===== src/rtl/alpha_trim_sort_ctrl.sv =====
// Sequencer for the 25-point sorter of the modified alpha-trimmed mean filter.
// Latency: sort_finish at cycle F -> pix_valid first high at F+N+2 (timeout: 16 cycles after WAIT entry).
// Backpressure: one window in flight; win_ready_o low from accept until pix_valid_o&pix_ready_i.
//
// Ports:
//   clk_i, rst_n_i                      clock, synchronous active-low reset
//   win_valid_i/win_ready_o/win_data_i  5x5 window input, sample i at [i*DW+:DW]
//   sort_sig_o/sort_data_o              one-cycle sorter start and registered window copy
//   sort_finish_i/sequence_sorted_i     sorter done pulse and rank->original index map
//   pix_valid_o/pix_ready_i/pix_data_o  filtered pixel output
//   timeout_err_o                       one-cycle pulse when the sorter never answered
// Optional macro ALPHA_TRIM_CTRL_STATS_EN adds win_cnt_o / tmo_cnt_o saturating counters.
module alpha_trim_sort_ctrl #(
    parameter int DN      = 25,
    parameter int DW      = 8,
    parameter int DW_SEQ  = $clog2(DN),
    parameter int TRIM    = 6,
    parameter int RECIP   = 5041,
    parameter int TIMEOUT = 16
) (
    input  logic                 clk_i,
    input  logic                 rst_n_i,
    input  logic                 win_valid_i,
    output logic                 win_ready_o,
    input  logic [DW*DN-1:0]     win_data_i,
    output logic                 sort_sig_o,
    output logic [DW*DN-1:0]     sort_data_o,
    input  logic                 sort_finish_i,
    input  logic [DW_SEQ*DN-1:0] sequence_sorted_i,
    output logic                 pix_valid_o,
    input  logic                 pix_ready_i,
    output logic [DW-1:0]        pix_data_o,
    output logic                 timeout_err_o
`ifdef ALPHA_TRIM_CTRL_STATS_EN
    ,
    output logic [15:0]          win_cnt_o,
    output logic [15:0]          tmo_cnt_o
`endif
);

    localparam int AW = DW + $clog2(DN);
    localparam int TW = (TIMEOUT > 1) ? $clog2(TIMEOUT) : 1;

    typedef enum logic [5:0] {
        ST_IDLE   = 6'b000001,
        ST_LAUNCH = 6'b000010,
        ST_WAIT   = 6'b000100,
        ST_ACCUM  = 6'b001000,
        ST_SCALE  = 6'b010000,
        ST_OUT    = 6'b100000
    } state_e;

    state_e                state_q, state_d;
    logic [DW*DN-1:0]      sort_data_q, sort_data_d;
    logic [DW_SEQ*DN-1:0]  seq_q, seq_d;
    logic [AW-1:0]         acc_q, acc_d;
    logic [DW_SEQ-1:0]     k_q, k_d;
    logic [TW-1:0]         timer_q, timer_d;
    logic [DW-1:0]         pix_data_q, pix_data_d;
    logic                  timeout_err_q, timeout_err_d;

    logic [DW_SEQ-1:0]     rank_idx;
    logic [DW-1:0]         rank_smp;
    logic [31:0]           prod;
    logic [31:0]           scaled;
    logic [DW-1:0]         scaled_sat;

    // Sample of rank k: two plain muxes; an original index >= DN matches no
    // slot and therefore contributes zero to the sum.
    always_comb begin
        rank_idx = '0;
        for (int i = 0; i < DN; i++) begin
            if (k_q == DW_SEQ'(i)) rank_idx = seq_q[i*DW_SEQ +: DW_SEQ];
        end
        rank_smp = '0;
        for (int i = 0; i < DN; i++) begin
            if (rank_idx == DW_SEQ'(i)) rank_smp = sort_data_q[i*DW +: DW];
        end
    end

    // Mean = sum * round(65536/N), rounded half-up back to integer, clamped.
    always_comb begin
        prod   = 32'(acc_q) * 32'(RECIP) + 32'd32768;
        scaled = prod >> 16;
        if (scaled > 32'((1 << DW) - 1)) scaled_sat = '1;
        else                             scaled_sat = scaled[DW-1:0];
    end

    always_comb begin
        state_d       = state_q;
        sort_data_d   = sort_data_q;
        seq_d         = seq_q;
        acc_d         = acc_q;
        k_d           = k_q;
        timer_d       = timer_q;
        pix_data_d    = pix_data_q;
        timeout_err_d = 1'b0;
        case (state_q)
            ST_IDLE: begin
                if (win_valid_i) begin
                    sort_data_d = win_data_i;
                    state_d     = ST_LAUNCH;
                end
            end
            ST_LAUNCH: begin
                timer_d = '0;
                state_d = ST_WAIT;
            end
            ST_WAIT: begin
                // A finish arriving on the last timer cycle still wins.
                if (sort_finish_i) begin
                    seq_d   = sequence_sorted_i;
                    acc_d   = '0;
                    k_d     = DW_SEQ'(TRIM);
                    state_d = ST_ACCUM;
                end else if (timer_q == TW'(TIMEOUT - 1)) begin
                    pix_data_d    = sort_data_q[(DN/2)*DW +: DW];
                    timeout_err_d = 1'b1;
                    state_d       = ST_OUT;
                end else begin
                    timer_d = timer_q + TW'(1);
                end
            end
            ST_ACCUM: begin
                acc_d = acc_q + AW'(rank_smp);
                k_d   = k_q + DW_SEQ'(1);
                if (k_q == DW_SEQ'(DN - 1 - TRIM)) state_d = ST_SCALE;
            end
            ST_SCALE: begin
                pix_data_d = scaled_sat;
                state_d    = ST_OUT;
            end
            ST_OUT: begin
                if (pix_ready_i) state_d = ST_IDLE;
            end
            default: state_d = ST_IDLE;
        endcase
    end

    always_ff @(posedge clk_i) begin
        if (!rst_n_i) begin
            state_q       <= ST_IDLE;
            sort_data_q   <= '0;
            seq_q         <= '0;
            acc_q         <= '0;
            k_q           <= '0;
            timer_q       <= '0;
            pix_data_q    <= '0;
            timeout_err_q <= 1'b0;
        end else begin
            state_q       <= state_d;
            sort_data_q   <= sort_data_d;
            seq_q         <= seq_d;
            acc_q         <= acc_d;
            k_q           <= k_d;
            timer_q       <= timer_d;
            pix_data_q    <= pix_data_d;
            timeout_err_q <= timeout_err_d;
        end
    end

    // Ready is masked by reset so no window is taken while reset is held.
    assign win_ready_o   = rst_n_i && (state_q == ST_IDLE);
    assign sort_sig_o    = (state_q == ST_LAUNCH);
    assign sort_data_o   = sort_data_q;
    assign pix_valid_o   = (state_q == ST_OUT);
    assign pix_data_o    = pix_data_q;
    assign timeout_err_o = timeout_err_q;

`ifdef ALPHA_TRIM_CTRL_STATS_EN
    logic [15:0] win_cnt_q;
    logic [15:0] tmo_cnt_q;

    always_ff @(posedge clk_i) begin
        if (!rst_n_i) begin
            win_cnt_q <= '0;
            tmo_cnt_q <= '0;
        end else begin
            if (state_q == ST_IDLE && win_valid_i && win_cnt_q != 16'hFFFF)
                win_cnt_q <= win_cnt_q + 16'd1;
            if (timeout_err_d && tmo_cnt_q != 16'hFFFF)
                tmo_cnt_q <= tmo_cnt_q + 16'd1;
        end
    end

    assign win_cnt_o = win_cnt_q;
    assign tmo_cnt_o = tmo_cnt_q;
`endif

endmodule

===== config.mk =====
export PLATFORM = sky130hd
export DESIGN_NAME = alpha_trim_sort_ctrl
export DESIGN_NICKNAME = d
export VERILOG_FILES = /design/src/rtl/alpha_trim_sort_ctrl.sv
export SDC_FILE = /design/constraint.sdc
export NUM_CORES = 1
export LEC_CHECK = 0
export ABC_AREA = 1
export BUFFER_PORTS_ARGS = -buffer_cell sky130_fd_sc_hd__clkbuf_2
export CAP_MARGIN = 30
export CORE_MARGIN = 4
export CORE_UTILIZATION = 43
export CTS_CLUSTER_SIZE = 28
export DETAILED_ROUTE_END_ITERATION = 6
export PLACE_DENSITY_LB_ADDON = 0.12
export SYNTH_ARGS = -nofsm -noshare
export SYNTH_HDL_FRONTEND = slang
export SYNTH_SLANG_ARGS = --single-unit

===== constraint.sdc =====
create_clock -name clk_i -period 7.9 [get_ports clk_i]
set_input_delay 1.58 -clock clk_i [delete_from_list [all_inputs] [get_ports clk_i]]
set_output_delay 1.58 -clock clk_i [all_outputs]
set_load 0.05 [all_outputs]

==> out/qor.yml <==
routing:
  ant_nets: 0
  first_pass_iters: 6
  vias: 19916
  vias_per_cell: 5.142
  routedWlPerCell_um: 18.72
  routed_wl_mm: 72.51
  drtIter0Drc: 1686
  drt_drc_violations_left: 0
sta:
  drv_slew: 0
  finalHoldViolCount: 0
  setup_ws_ns: 0.8548
  period_needed_ns: 7.045
  holdWs_ns: 0.4550
  slew_headroom_pct: 32.39
  setup_viol_count_final: 0
  rsz0062_at_grt: "false"
  max_freq_mhz: 141.9
  tns_ns: 0
  fin_crit_sh_pct: 89.18
  clock_skew_ns: 0.01823
  worst_pin_slew_ns: 1.014
die:
  die_w_um: 219.0
  dieArea_um2: 47970
  die_h_um: 219.0
  pin_count: 542
  core-area_um2: 44120
  rows: 77
  initial_utilization_pct: 43.40
clocking:
  cts_root_buffer: "clkbuf_16"
  path_clk_slew_ns: 0.06
  h-tree-depth: 2
  cts_setup_buffers: 0
  numCtsBuffers: 41
  clk_latency_ns: 0.57
  cts_buffer_depth: 3
  ctsHoldBuffers: 0
  cts_tree: "built"
  clock-sinks: 362
  cts_resized: 0
synthesis:
  synth_warnings: 0
  synth.avg_cell_area_um2: 6.955
  synth.distinct_cells: 39
  syn-num-nets: 3243
  synth_top_area_share_pct: 37.85
  synth.largest_area_cell: "dfxtp_1"
  postSynth.asyncResetShare_pct: 0
  synthCells: 2753
  yosys-top-cells-area: "dfxtp_1 (38%), nor2_1 (14%), o21ai_0 (9.9%), nand2_1 (7.7%), ha_1 (7.3%)"
  yosysSeqAreaShare_pct: 37.85
  syn-cell-area_um2: 19150
  synth_edf_count: 0
  synth_ff_type: "dfxtp_1"
  ys_seq_elements: 362
global_route:
  grtUsageTotal_pct: 29.20
  grtUsageMet2_pct: 50.17
  antenna_found_initial: 16
  grt_util_met3_pct: 6.217
  grt_max_degree: 121
  busiest_layer: "met2"
  met1_usage_pct: 35.73
  grt_pass1_wl_mm: 109.6
  gr-total-overflow: 0
  grt_pass1_vias: 19510
cells_and_area:
  final_cells: 3873
  regArea_um2: 7247
  multi_input_area_um2: 10440
  nFillCells: 4458
  drive_gt1_share_pct: 21.14
  utilization_pct: 54.03
  layout.nets: 3729
  area_delta_synth_final_pct: 24.50
place:
  dp_cells: 3786
  place_hpwl_mm: 56.96
  port_buffers: 541
  gp_congestion: 0.9474
  post-place-ws_ns: 0.9310
critical_path:
  critPathMaxFanout: 9
  worst_ep_required_time_ns: 8.39
  crit_start: "k_q[0]"
  crit_path_end_kind: "flop"
  cpPeakStageDelay_ns: 0.41
  cpLargestDelayFamily: "simple AND/OR/NAND/NOR gates"
  crit_top_cell: "nand2_1"
  r2r-end: "acc_q[11]"
  start_kind: "flop"
  r2r_start: "k_q[0]"
  cpMaxStageDelayCell: "dfxtp_1"
  arrival_ns: 7.53
  r2r_slack_ns: 0.85
  setup.worst_path.class: "reg -> reg"
  reg2reg_depth: 60
  crit_buf_inv: 4
min_path:
  holdPathEnd: "seq_q[70]"
  hp-class: "reg -> reg"
  hp-start: "seq_q[70]"
  holdPathStages: 2
status:
  status: "finished clean"
pwr:
  p_leak_nw: 12.09
  power.density_nw_per_um2: 216.4
  irDropWorstVdd_mv: 0.1640
job:
  drv_cap: 0
## worst min-delay path, stage by stage (launching register included)
cell and delay (ns):
dfxtp_1 0.30, inv_1 0.06, a21oi_1 0.05
## synthesized netlist by cell type (all sizes together) (2+ instances only)
master  count
o31ai       2
a211oi      3
buf         2
xnor2       7
clkbuf    110
or2        35
inv       283
o21ai     384
fa         49
nand2     399
nor2      723
a21oi     113
nor3       19
nor4        4
ha        111
nand3      79
a31oi       3
xor2        5
nand4      46
nand3b      2
o221ai      3
dfxtp     362
## placed cells by master (no fill, tap or decap), types with 3 or more instances in the layout
cell type	Yosys	final
nor2_1	713	711
clkbuf_2	0	540
nand2_1	394	394
o21ai_0	378	378
dfxtp_1	362	362
inv_1	258	258
a21oi_1	112	112
ha_1	111	111
nand3_1	79	79
fa_1	49	49
nand4_1	46	46
clkbuf_16	0	42
inv_2	25	23
or2_2	21	21
nor3_1	19	19
clkbuf_8	0	13
diode_2	0	12
or2_0	12	12
buf_4	0	12
nor2_2	8	8
xnor2_1	7	7
o21ai_1	6	6
clkinv_2	0	6
bufinv_16	0	6
nand2_2	5	5
xor2_1	5	5
clkinvlp_4	0	5
nor4_1	4	4
nor2_4	2	4
a31oi_1	3	3
a211oi_1	3	3
o221ai_1	3	3
## cell type report
| class | count | share of cell area (%) |
|---|---|---|
| inverter | 284 | 4.498 |
| antenna | 12 | 0.1260 |
| tap | 592 | 3.107 |
| multi-input combinational | 1996 | 43.78 |
| clock buffer | 55 | 5.117 |
| timing repair buffer | 554 | 11.86 |
| sequential | 362 | 30.40 |
| clock inverter | 18 | 1.123 |
## stage by stage
stage	instance area, um2	power [mW]
final	23840	5.160
after global routing	23840	5.327
after CTS	23780	5.184
after detailed placement	22290	3.099
after global placement	22290	3.094
after floorplan	19150	2.723
## worst max path at each step
| stage | to | slack [ns] | cells after the start |
|---|---|---|---|
| finish | acc_q[11] | 0.85 | 60 |
| global route | acc_q[12] | 0.06 | 53 |
| CTS | acc_q[12] | 0.91 | 54 |
| detailed placement | acc_q[12] | 0.93 | 54 |
| global placement | acc_q[12] | 1.24 | 54 |
| floorplan | pix_data_o[6] | 1.98 | 27 |
## kinds of logic (layout without fill, tap and decap cells)
family / after synthesis / in the layout / synth area share [%]
AND/OR/NAND/NOR: 1310 / 1310 / 27.76
AO/OA/AOI/OAI: 513 / 514 / 13.69
buffers and inverters: 396 / 911 / 7.776
flip-flops: 362 / 362 / 37.85
adder cells (fa/ha/maj): 160 / 160 / 12.38
XOR/XNOR: 12 / 12 / 0.5489
other: 0 / 12 / 0
## registers in the layout (all words and copies together) (netlist names)
name and flops:
sort_data_o 200, seq_q 125, acc_q 13, timeout_err_o 1, timer_q 4, state_q 6, pix_data_o 8, k_q 5
## report_power, final
part	total (mW)	switching (mW)	internal (mW)
clock	2.09	0.812	1.28
sequential	2.09	0.143	1.95
combinational	0.974	0.749	0.225
total	5.16	1.70	3.46
## metal layers
layer	wire, um	part of all wire [%]
met4	2904	4.0
met1	29660	41
met2	35200	49
met5	46	0.063
met3	4703	6.5
No activity file was read; power rests on OpenSTA's default activity.
